## config.mk

```make
export PLATFORM = sky130hd
export DESIGN_NAME = dir_input_ctrl
export DESIGN_NICKNAME = d
export VERILOG_FILES = /design/src/rtl/dir_input_ctrl.sv
export SDC_FILE = /design/constraint.sdc
export NUM_CORES = 1
export LEC_CHECK = 0
export CAP_MARGIN = 25
export CORE_MARGIN = 3
export CORE_UTILIZATION = 35
export CTS_CLUSTER_SIZE = 40
export DETAILED_ROUTE_END_ITERATION = 6
export REMOVE_ABC_BUFFERS = 1
export SLEW_MARGIN = 10
export SYNTH_ARGS = -nofsm -noshare
export SYNTH_HDL_FRONTEND = slang
export SYNTH_SLANG_ARGS = --single-unit
```

## constraint.sdc

```tcl
create_clock -name clk -period 2.7 [get_ports clk]
set_clock_uncertainty 0.1 [all_clocks]
set_input_delay 0.81 -clock clk [delete_from_list [all_inputs] [get_ports clk]]
set_output_delay 0.81 -clock clk [all_outputs]
set_load 0.02 [all_outputs]
```

## src/rtl/dir_input_ctrl.sv

```systemverilog
// dir_input_ctrl: synchronised, debounced multi-key front end whose direction presses
// are validated and queued, then committed one per game step.
module dir_input_ctrl #(
    parameter int               NUM_KEYS       = 4,
    parameter int               CNT_W          = 20,
    parameter logic [CNT_W-1:0] CNT_MAX        = 20'd499_999,
    parameter int               QDEPTH         = 4,
    parameter bit               KEY_ACTIVE_LOW = 1'b1
) (
    input  logic                      clk,
    input  logic                      rst_n,
    input  logic [NUM_KEYS-1:0]       key_in,
    input  logic                      move_tick,
    input  logic                      clr,
    output logic [NUM_KEYS-1:0]       key_level,
    output logic [NUM_KEYS-1:0]       key_flag,
    output logic [1:0]                dir_out,
    output logic                      dir_update,
    output logic [$clog2(QDEPTH):0]   q_count,
    output logic                      q_overflow
);

    localparam int                  PTR_W        = $clog2(QDEPTH);
    localparam int                  CQ_W         = PTR_W + 1;
    localparam logic [NUM_KEYS-1:0] RELEASED_RAW = {NUM_KEYS{KEY_ACTIVE_LOW}};
    localparam logic [CNT_W-1:0]    CNT_ONE      = CNT_W'(1);
    localparam logic [PTR_W-1:0]    PTR_ONE      = PTR_W'(1);
    localparam logic [CQ_W-1:0]     CQ_ONE       = CQ_W'(1);
    localparam logic [CQ_W-1:0]     CQ_FULL      = CQ_W'(QDEPTH);

    logic [NUM_KEYS-1:0] sync1_r;
    logic [NUM_KEYS-1:0] sync2_r;
    logic [NUM_KEYS-1:0] stable_r;
    logic [NUM_KEYS-1:0] stable_d_r;
    logic [NUM_KEYS-1:0] flag_r;
    logic [CNT_W-1:0]    cnt_r [NUM_KEYS];
    logic [NUM_KEYS-1:0] pressed_s;

    logic [1:0]          q_mem_r [QDEPTH];
    logic [PTR_W-1:0]    head_r;
    logic [PTR_W-1:0]    tail_r;
    logic [CQ_W-1:0]     count_r;
    logic [1:0]          dir_r;
    logic                update_r;
    logic                ovf_r;

    logic                cand_valid_s;
    logic [1:0]          cand_dir_s;
    logic [1:0]          ref_dir_s;
    logic                valid_s;
    logic                full_s;
    logic                pop_s;
    logic                push_s;
    logic                drop_s;

    // Synchronised raw level normalised so that 1 means pressed.
    assign pressed_s = sync2_r ^ RELEASED_RAW;

    // Synchroniser, per-channel debounce counter and registered press pulse.
    always_ff @(posedge clk) begin
        if (!rst_n) begin
            sync1_r    <= RELEASED_RAW;
            sync2_r    <= RELEASED_RAW;
            stable_r   <= '0;
            stable_d_r <= '0;
            flag_r     <= '0;
            for (int k = 0; k < NUM_KEYS; k++) begin
                cnt_r[k] <= '0;
            end
        end else begin
            sync1_r    <= key_in;
            sync2_r    <= sync1_r;
            stable_d_r <= stable_r;
            flag_r     <= stable_r & ~stable_d_r;
            for (int k = 0; k < NUM_KEYS; k++) begin
                if (pressed_s[k] != stable_r[k]) begin
                    if (cnt_r[k] == CNT_MAX) begin
                        stable_r[k] <= pressed_s[k];
                        cnt_r[k]    <= '0;
                    end else begin
                        cnt_r[k]    <= cnt_r[k] + CNT_ONE;
                    end
                end else begin
                    cnt_r[k] <= '0;
                end
            end
        end
    end

    // Candidate selection (lowest direction index wins) and queue control decode.
    always_comb begin
        cand_valid_s = 1'b1;
        cand_dir_s   = 2'd0;
        if (flag_r[0]) begin
            cand_dir_s = 2'd0;
        end else if (flag_r[1]) begin
            cand_dir_s = 2'd1;
        end else if (flag_r[2]) begin
            cand_dir_s = 2'd2;
        end else if (flag_r[3]) begin
            cand_dir_s = 2'd3;
        end else begin
            cand_valid_s = 1'b0;
        end

        if (count_r != '0) begin
            ref_dir_s = q_mem_r[tail_r - PTR_ONE];
        end else begin
            ref_dir_s = dir_r;
        end

        // Same axis means either a repeat or a reversal; both are rejected.
        valid_s = cand_valid_s && (cand_dir_s[1] != ref_dir_s[1]);
        full_s  = (count_r == CQ_FULL);
        pop_s   = move_tick && (count_r != '0);
        push_s  = valid_s && (!full_s || pop_s);
        drop_s  = valid_s && full_s && !pop_s;
    end

    // Direction queue, committed direction and sticky overflow; clr outranks tick and press.
    always_ff @(posedge clk) begin
        if (!rst_n) begin
            head_r   <= '0;
            tail_r   <= '0;
            count_r  <= '0;
            dir_r    <= 2'd0;
            update_r <= 1'b0;
            ovf_r    <= 1'b0;
            for (int i = 0; i < QDEPTH; i++) begin
                q_mem_r[i] <= 2'd0;
            end
        end else if (clr) begin
            head_r   <= '0;
            tail_r   <= '0;
            count_r  <= '0;
            dir_r    <= 2'd0;
            update_r <= 1'b0;
            ovf_r    <= 1'b0;
        end else begin
            update_r <= pop_s;
            if (pop_s) begin
                dir_r  <= q_mem_r[head_r];
                head_r <= head_r + PTR_ONE;
            end
            if (push_s) begin
                q_mem_r[tail_r] <= cand_dir_s;
                tail_r          <= tail_r + PTR_ONE;
            end
            if (push_s && !pop_s) begin
                count_r <= count_r + CQ_ONE;
            end else if (pop_s && !push_s) begin
                count_r <= count_r - CQ_ONE;
            end else begin
                count_r <= count_r;
            end
            if (drop_s) begin
                ovf_r <= 1'b1;
            end
        end
    end

    assign key_level  = stable_r;
    assign key_flag   = flag_r;
    assign dir_out    = dir_r;
    assign dir_update = update_r;
    assign q_count    = count_r;
    assign q_overflow = ovf_r;

endmodule

```

==> impl_metrics.toml, run 1 <==
[outcome]
status = "complete, but fails checks"
violations = "setup timing"

[sta]
maxSlewViolCount = 0
hold_viol = 0
rsz0062_at_grt = "yes"
fmax_mhz = 352
fin_ws_ns = -0.138
fin_crit_ns = 2.84
slew_headroom_pct = 59.0
tightest_slew_ns = 0.609
setup_viol = 1
fin_crit_sh_pct = 105

[worst_setup_path]
regToRegSetupSlack_ns = -0.14
slowest_stage = "mux4_2"
cp_top_family = "simple AND/OR/NAND/NOR gates"
critPathRequiredTime_ns = 2.95
crit_buf_inv = 2
crit_path_max_incr_delay_ns = 0.50
crit_path_max_fanout = 2
crit_type = "reg -> reg"
setup.worst_path.end_class = "flip-flop"
cp-start-kind = "flip-flop"
crit_chain = "mux4_2, or3_4, a21oi_4, nor2_2, inv_1, ha_2, inv_2, fa_2, xor2_1, or3_1, a21oi_2"
cp.arrival_ns = 3.08

[global_route]
grt_pass1_wl_um = 18300
antenna_found_initial = 0
grt_usage_pct = 12.5
grt_pass1_vias = 4016
grt.overflow.total = 0
grt_max_degree = 25

[min_path]
hp-class = "reg -> reg"

[clock_tree]
cts_sinks = 119
clkLatencyLatePin_ns = 0.42
htree_levels = 4
cts_buffers = 17
cts.path.max_buffers = 2
cts_tree = "yes"
clkSlewWorstSetupHoldPaths_ns = 0.06
clock-root-buffer = "clkbuf_16"
ctsHoldBuffers = 0

[finish]
multi_input_area_um2 = 2740
drive_above_1_share_pct = 10.5
final_cells = 908
utilization_pct = 45.7
fillerInstances = 1508
fin_nets = 693
num_antenna_cells = 0
syn2layout_area_growth_pct = 26.0
seq_area_um2 = 3260

[synthesis]
synth-edff-count = 88
syn_area_per_cell_um2 = 10.7
yosys_warnings = 0
async_flop_share_pct = 0
synth_ff_type = "edfxtp_1"
syn_inst = 547
synthesis.area_um2 = 5840
ys_seq_area_share_pct = 55.9
synth_seq_cells = 119
ys_types = 46

[floorplan]
core_area_um2 = 16100
die_w_um = 135
io_pins = 23
dieArea_um2 = 18300
chipHeight_um = 135
initial_core_util_pct = 36.3
core.rowCount = 46

[detailed_routing]
drt_iter0_drc = 222
drt_wl_total_um = 10700
antenna_left = 0
drtPass1Iterations = 4
remaining_drc_errors = 0
wl_per_cell_um = 11.7
vias_per_cell = 4.56
vias = 4141

[power]
p_per_area_nw_per_um2 = 611
p_total_mw = 4.49
vdd_drop_max_uv = 418
p_leak_nw = 2.64

[placement]
dp.final_hpwl_um = 7360
gp_congestion = 0.838
port_buffers = 22
place_ws_ns = -0.418
dp_cells = 872

[run]
drv_cap = 0
==> cell usage after synthesis, types with 2 or more instances <==
cell,instances,share of area (%)
xor2_1,41,6.1
and2_1,7,0.75
nor3_1,12,1.0
nor2_1,109,7.0
nor4b_1,4,0.60
dfxtp_1,31,11
nand2_1,30,1.9
buf_6,3,0.58
o31ai_2,2,0.43
o21ai_0,9,0.77
or3_1,6,0.64
inv_1,16,1.0
clkbuf_1,13,0.84
and3_1,12,1.3
mux4_2,3,1.2
nand3_1,35,3.0
nor4_1,13,1.4
o211a_1,2,0.34
ha_1,5,1.1
nor2b_1,4,0.43
nand4_1,19,2.0
nand2b_1,9,0.96
mux2i_1,2,0.34
and4_1,6,0.90
nand3b_1,3,0.39
o21ai_2,2,0.30
edfxtp_1,88,45
xnor2_1,37,5.5
a21oi_1,7,0.60
==> area by class of cell <==
type,count,share of cell area [%]
Sequential cell,119,44.4
Inverter,16,0.816
Tap cell,216,3.67
Timing Repair Buffer,50,5.85
Clock buffer,23,6.36
Multi-Input combinational cell,475,37.3
Clock inverter,9,1.68
==> metal layers <==
layer  global-route usage [%]  routed length (µm)
met1                     15.0                4910
met2                     20.9                5140
met3                     3.79                 368
met4                     5.54                 233
met5                        0                   0
==> what timing repair did <==
item,4_1_cts,5_1_grt
gates resized for setup,4,1
endpoints found under the hold margin,0,0
setup buffers,2,2
pin swaps,2,0
endpoints found under the setup margin,1,1
==> layout by cell type, fill, tap and decap left out, types with 2 or more instances in the layout <==
master           netlist  routed
nor2_1               109     109
edfxtp_1              88      88
conb_1                 1      80
xor2_1                41      41
xnor2_1               37      37
nand3_1               35      35
nand2_1               30      30
dfxtp_1               31      30
buf_4                  0      28
clkdlybuf4s50_1        0      22
nand4_1               19      19
clkbuf_16              0      17
inv_1                 16      15
nor4_1                13      13
and3_1                12      12
nor3_1                12      12
nand2b_1               9       9
o21ai_0                9       8
and2_1                 7       7
and4_1                 6       6
or3_1                  6       6
a21oi_1                7       6
nor4b_1                4       4
nor2b_1                4       4
ha_1                   5       4
clkbuf_1              13       4
mux4_2                 3       3
nand3b_1               3       3
clkinv_2               0       3
bufinv_16              0       3
o21ai_2                2       2
o31ai_2                2       2
o211a_1                2       2
mux2i_1                2       2
clkbuf_8               0       2
clkinvlp_4             0       2
==> stage by stage <==
stage	setup TNS [ns]	instance area [µm²]	hold slack, ns
5_1_grt	-0.243	7360	0.285
6_report	-0.138	7360	0.279
3_5_place_dp	-0.715	6730	0.275
3_3_place_gp	-0.544	6730	0.277
4_1_cts	-0.0813	7340	0.282
2_1_floorplan	-0.347	6060	0.267
==> sequential cells by signal (all words and copies together), names as in the netlist <==
name / count
q_mem_r: 8
dir_update: 1
dir_out: 2
q_overflow: 1
key_flag: 4
key_level: 4
tail_r: 2
sync1_r: 4
head_r: 2
q_count: 3
stable_d_r: 4
cnt_r: 80
sync2_r: 4
==> path summary, 6_finish.rpt <==
| check | depth (start not counted) | start | to |
|---|---|---|---|
| setup / recovery | 11 | q_mem_r[2][1] | q_count[2] |
| hold / removal | 1 | stable_d_r[1] | key_flag[1] |
| setup reg to reg | 11 | q_mem_r[2][1] | q_count[2] |
| hold reg to reg | 1 | stable_d_r[1] | key_flag[1] |
==> kinds of logic after synthesis <==
kind of cell | after synthesis | share of synthesized area (%)
DFF | 119 | 55.9
AOI/OAI and AO/OA | 29 | 3.51
xor gates and xnor gates | 78 | 11.7
adders and majority gates | 6 | 1.41
other | 1 | 0.0642
muxes | 5 | 1.50
and+or+nand+nor | 277 | 23.5
buffers and inverters | 32 | 2.44
==> report_power, final <==
group          switching (mW)  internal, mW  total [mW]
clock network           0.778          1.49        2.27
logic                  0.0770        0.0643       0.141
registers              0.0590          2.03        2.08
total                   0.913          3.58        4.49
(Power assumes the default switching activity.)
==> inputs of run 2 (changes only) <==
CTS_BUF_LIST = sky130_fd_sc_hd__clkbuf_2   (was unset)
==> impl_metrics.toml, run 2 (synthesis gave the netlist of run 1 again) <==
[finish]
final_cells = 909
syn2layout_area_growth_pct = 19.7
reg_top3 = "cnt_r (80), q_mem_r (8)"
largest_reg_flops = 80
regMostFlops = "cnt_r"
drive_above_1_share_pct = 10.8
layout_common_cells = "109 x nor2_1, 88 x edfxtp_1, 80 x conb_1"
fin_nets = 693
layout_commonest_cell = "nor2_1"

[detailed_routing]
vias_per_cell = 4.53
drt_iter0_drc = 203
wl_per_cell_um = 11.5
wl_met1_um = 4940
wl_met2_um = 5020
route.met3.wl_um = 351
vias = 4121
drt_wl_total_um = 10500
remaining_drc_errors = 0
antenna_left = 0
drtPass1Iterations = 6
highest_layer = "met4"

[global_route]
grt.overflow.total = 0
antenna_found_initial = 1
grt_usage_pct = 12.3
grt_pass1_wl_um = 17900
grt_max_degree = 25
grt_pass1_vias = 3973

[power]
p_leak_nw = 2.56
p_clk_share_pct = 34.5
p_total_mw = 3.39
p_switching_mw = 0.790
seqPwrFrac_pct = 61.3
p_comb_share_pct = 4.1
switching_share_pct = 23.3
internal_power_mw = 2.60
p_per_area_nw_per_um2 = 485
vdd_drop_max_uv = 227

[clock_tree]
cts_tree = "yes"
cts_sinks = 119
clock-root-buffer = "clkbuf_2"
htree_levels = 4
clkLatencyLatePin_ns = 0.68
cts_buffers = 17
clkSlewWorstSetupHoldPaths_ns = 0.17
cts.path.max_buffers = 2

[worst_setup_path]
setup.worst_path.end_class = "flip-flop"
cp-start-kind = "flip-flop"
crit_buf_inv = 2
crit_type = "reg -> reg"
critPathRequiredTime_ns = 3.22
cp_top_family = "simple AND/OR/NAND/NOR gates"
crit_chain = "mux4_2, or3_4, a21oi_4, nor2_2, inv_1, ha_2, inv_2, fa_2, xor2_1, or3_1, a21oi_2"
crit_path_max_incr_delay_ns = 0.50
cp.arrival_ns = 3.34
slowest_stage = "mux4_2"
crit_path_max_fanout = 2

[sta]
fmax_mhz = 354
slew_headroom_pct = 56.3
fin_ws_ns = -0.122
tightest_slew_ns = 0.649
fin_crit_ns = 2.82
maxSlewViolCount = 0
fin_crit_sh_pct = 105
rsz0062_at_grt = "yes"
setup_viol = 1
hold_viol = 0

[placement]
dp_cells = 872
dp.final_hpwl_um = 7360
gp_congestion = 0.838
port_buffers = 22
place_ws_ns = -0.418

[floorplan]
initial_core_util_pct = 36.3
io_pins = 23
chipHeight_um = 135
core_area_um2 = 16100
dieArea_um2 = 18300
core.rowCount = 46
die_w_um = 135

[outcome]
violations = "setup timing"
status = "complete, but fails checks"

[run]
drv_cap = 0

[min_path]
hp-class = "reg -> reg"
-- run 2: cell count changes in the layout (fill, tap and decap cells not counted), sizes merged --
cell,change
clkbuf,-2
clkdlybuf4s50,-12
clkinv,+2
diode,+1
dlygate4sd2,+12
-- run 2: timing repair --
action	CTS	global route
setup endpoints to repair	13	2
pin swaps	2	1
gates cloned	0	0
hold buffers	0	0
gates resized for setup	14	3
setup buffers	2	2
-- run 2: power groups by stage --
stage | clock (mW) | sequential [mW] | combinational, mW
finish | 1.17 | 2.08 | 0.140
global route | 1.30 | 2.09 | 0.162
CTS | 1.23 | 2.08 | 0.137
detailed placement | 0 | 2.12 | 0.135
global placement | 0 | 2.12 | 0.133
floorplan | 0 | 2.10 | 0.0973
-- run 2: worst reg2reg max path, cell delays in order, from the launching register on --
cell	delay, ns
edfxtp_1	0.42
mux4_2	0.50
or3_4	0.35
a21oi_4	0.15
nor2_2	0.05
inv_1	0.06
ha_2	0.18
inv_2	0.04
fa_2	0.33
xor2_1	0.15
or3_1	0.33
a21oi_2	0.12
-- run 2: final timing paths --
kind | start | endpoint | slack [ns] | cells after the start
max | q_mem_r[2][1] | q_count[2] | -0.12 | 11
min | stable_d_r[1] | key_flag[1] | 0.29 | 1
max reg2reg | q_mem_r[2][1] | q_count[2] | -0.12 | 11
min reg2reg | stable_d_r[1] | key_flag[1] | 0.29 | 1
-- run 2: layer usage --
layer / track usage, % / vias up
li1: - / 2122
met1: 14.9 / 1938
met2: 20.6 / 48
met3: 3.71 / 13
met4: 4.87 / 0
met5: 0 / -
-- run 2: through the flow --
| stage | area (µm²) | hold slack [ns] | util (%) | setup TNS [ns] |
|---|---|---|---|---|
| finish | 6990 | 0.293 | 43.4 | -0.122 |
| global route | 6990 | 0.300 | 43.4 | -0.281 |
| CTS | 6970 | 0.296 | 43.2 | -0.109 |
| detailed placement | 6730 | 0.275 | 41.7 | -0.715 |
| global placement | 6730 | 0.277 | 41.7 | -0.544 |
| floorplan | 6060 | 0.267 | - | -0.347 |
-- run 2: cell type report --
cell class	instances	area, µm²
antenna	1	2.50
timing repair buffer	50	415
clock inverter	11	131
sequential	119	3260
clock buffer	21	105
multi-input combinational	475	2740
fill	1568	9130
tap	216	270
inverter	16	60.1
==> variant: new RTL, config.mk and constraints of run 2 <==
`KEY_ACTIVE_LOW`: 1'b1 -> 1'b0.
--- a/src/rtl/dir_input_ctrl.sv
+++ b/src/rtl/dir_input_ctrl.sv
@@ -6,5 +6,5 @@
     parameter logic [CNT_W-1:0] CNT_MAX        = 20'd499_999,
     parameter int               QDEPTH         = 4,
-    parameter bit               KEY_ACTIVE_LOW = 1'b1
+    parameter bit               KEY_ACTIVE_LOW = 1'b0
 ) (
     input  logic                      clk,
Function: no difference found for any inputs over 10 cycles, from zero or initial values and one cycle with rst_n low; that may be too few to reach the edited logic, so the function may still have changed.
==> variant against run 2 <==
  * Setup slack improved by 0.054 ns
  * Largest cell class unchanged
  * Design area increased by 0.54%
  * Fmax increased by 1.9%
  * Total power increased by 1.9%
  * Wire length decreased by 0.82%
  * Area after synthesis increased by 0.19%
  * Sequential power about the same
  * Sequential cell count unchanged
  * The run still ends with negative setup slack left
==> variant: results (changes against run 2) <==
| Metric | Value |
|---|---|
| Most frequent cells after synthesis | `111 x nor2_1, 88 x edfxtp_1, 52 x xnor2_1 (was 109 x nor2_1, 88 x edfxtp_1, 41 x xor2_1)` |
| Run status | `finished with violations (unchanged)` |
| Initial antenna violation count | `1 (unchanged)` |
| Synth cell types | `42 (was 46)` |
| CP Max Fanout | `2 (unchanged)` |
| GP Congestion | `0.815 (was 0.838)` |
| Routed length on met1 | `4.91 mm (was 4.94 mm)` |
| Post-synth EDFFs | `88 (unchanged)` |
| Highest metal used | `met4 (unchanged)` |
| Yosys Warn Count | `0 (unchanged)` |
| Worst-Margin Slew | `0.667 ns (was 0.649 ns)` |
| Top flop regs | `cnt_r x80, q_mem_r x8 (unchanged)` |
| DRT iter0 DRCs | `255 (was 203)` |
| Setup ws final | `-0.0687 ns (was -0.122 ns)` |
| Clock transition at path regs | `0.18 ns` |
| DRT antenna net count | `0 (unchanged)` |
| Failing checks | `negative setup slack (unchanged)` |
| Cts bufs inserted | `17 (unchanged)` |
| Post-layout net count | `688 (was 693)` |
| Root Buffer | `clkbuf_2 (unchanged)` |
| Met3 Routed Length | `396 µm (was 351 µm)` |
| Post-CTS Setup Bufs | `0 (was 2)` |
| # fillers | `1591 (was 1568)` |
| Seq/Total Area, Yosys | `0.558 (was 0.559)` |
| Met2 wire len | `4.85 mm (was 5.02 mm)` |
| Worst path arrival time | `3.29 ns (was 3.34 ns)` |
| HP Class | `reg2reg (unchanged)` |
| PortBufs | `22 (unchanged)` |
| Post-cts resize count | `15 (was 14)` |
| Setup violations, final | `1 (unchanged)` |
| Storage element area | `3270 µm² (was 3260 µm²)` |
| Vias in the first global route | `4064 (was 3973)` |
| Static leakage power | `0.00249 µW (was 0.00256 µW)` |
| First-pass GRT wire length | `18.3 mm (was 17.9 mm)` |
| Max VDD drop | `0.214 mV (was 0.227 mV)` |
| Clock latency on the worst-skew pair | `0.68 ns (about the same)` |
| Setup TNS | `-0.0687 ns (was -0.122 ns)` |
| DR WL/cell | `11.5 µm (about the same)` |
| Clock Tree Buf Depth | `2 (unchanged)` |
| Share of cells above drive strength 1 | `0.0990 (was 0.108)` |
| Largest net degree at the start of global routing | `21 (was 25)` |
| Ranking of synthesized cells by area | `edfxtp_1 45%, dfxtp_1 11%, xnor2_1 7.8%, nor2_1 7.1%, xor2_1 4.2% (was edfxtp_1 45%, dfxtp_1 11%, nor2_1 7.0%, xor2_1 6.1%, xnor2_1 5.5%)` |
| Pre-CTS setup slack | `-0.529 ns (was -0.418 ns)` |
| 1st-pass router iterations | `4 (was 6)` |
| Gr usage total | `0.124 (was 0.123)` |
| Placed Area | `6770 µm² (was 6730 µm²)` |
| Fraction of registers with async set/reset | `0 (unchanged)` |
| Vias/cell | `4.57 (was 4.53)` |
| Dpl hpwl | `7.58 mm (was 7.36 mm)` |
| H-Tree Depth | `4 (unchanged)` |
variant: layout make-up:
| cell class | count | share of cell area |
|---|---|---|
| clock buffer | 17 | 0.0121 |
| tap | 216 | 0.0385 |
| antenna | 1 | 0.000356 |
| inverter | 19 | 0.0101 |
| clock inverter | 15 | 0.0255 |
| timing repair buffer | 45 | 0.0555 |
| multi-input combinational | 472 | 0.393 |
| sequential | 119 | 0.465 |
variant: worst paths after layout:
path            startpoint     endpoint  slack [ns]  depth (start not counted)
max          q_mem_r[1][1]   q_count[2]       -0.07                         10
min reg2reg  stable_d_r[0]  key_flag[0]        0.29                          1
max reg2reg  q_mem_r[1][1]   q_count[2]       -0.07                         10
min          stable_d_r[0]  key_flag[0]        0.29                          1
variant: worst max-delay path: stages (launching register included):
cell	delay [ns]
edfxtp_1	0.44
mux4_2	0.52
a2111oi_4	0.31
o31ai_4	0.12
inv_1	0.07
ha_2	0.17
inv_1	0.05
fa_2	0.33
xor2_1	0.15
or3_1	0.32
a21oi_1	0.15
variant: layer usage:
layer  track usage  vias up
met3        0.0353       16
met5             0        -
met4        0.0599        0
li1              -     2109
met2         0.198       61
met1         0.156     1949
variant: where the power goes:
| group | leakage [µW] | total [µW] | switching (µW) | internal (µW) |
|---|---|---|---|---|
| sequential | 0.00116 | 2080 | 60.3 | 2020 |
| clock | 0.000138 | 1230 | 713 | 517 |
| combinational | 0.00119 | 145 | 77.8 | 67.1 |
| total | 0.00249 | 3460 | 851 | 2610 |
variant: cells by family after synthesis:
family                   Yosys count  share of synthesized area
XOR/XNOR                          80                      0.120
AO/OA/AOI/OAI                     19                     0.0278
AND/OR/NAND/NOR                  279                      0.238
adder cells (fa/ha/maj)            6                     0.0141
buffers and inverters             33                     0.0218
multiplexers                       8                     0.0201
other                              1                   0.000641
flip-flops                       119                      0.558
variant: per-stage QoR:
step,std cells,hold slack [ns]
global route,904,0.302
global placement,871,0.272
floorplan,610,0.267
CTS,903,0.291
detailed placement,871,0.272
finish,904,0.294
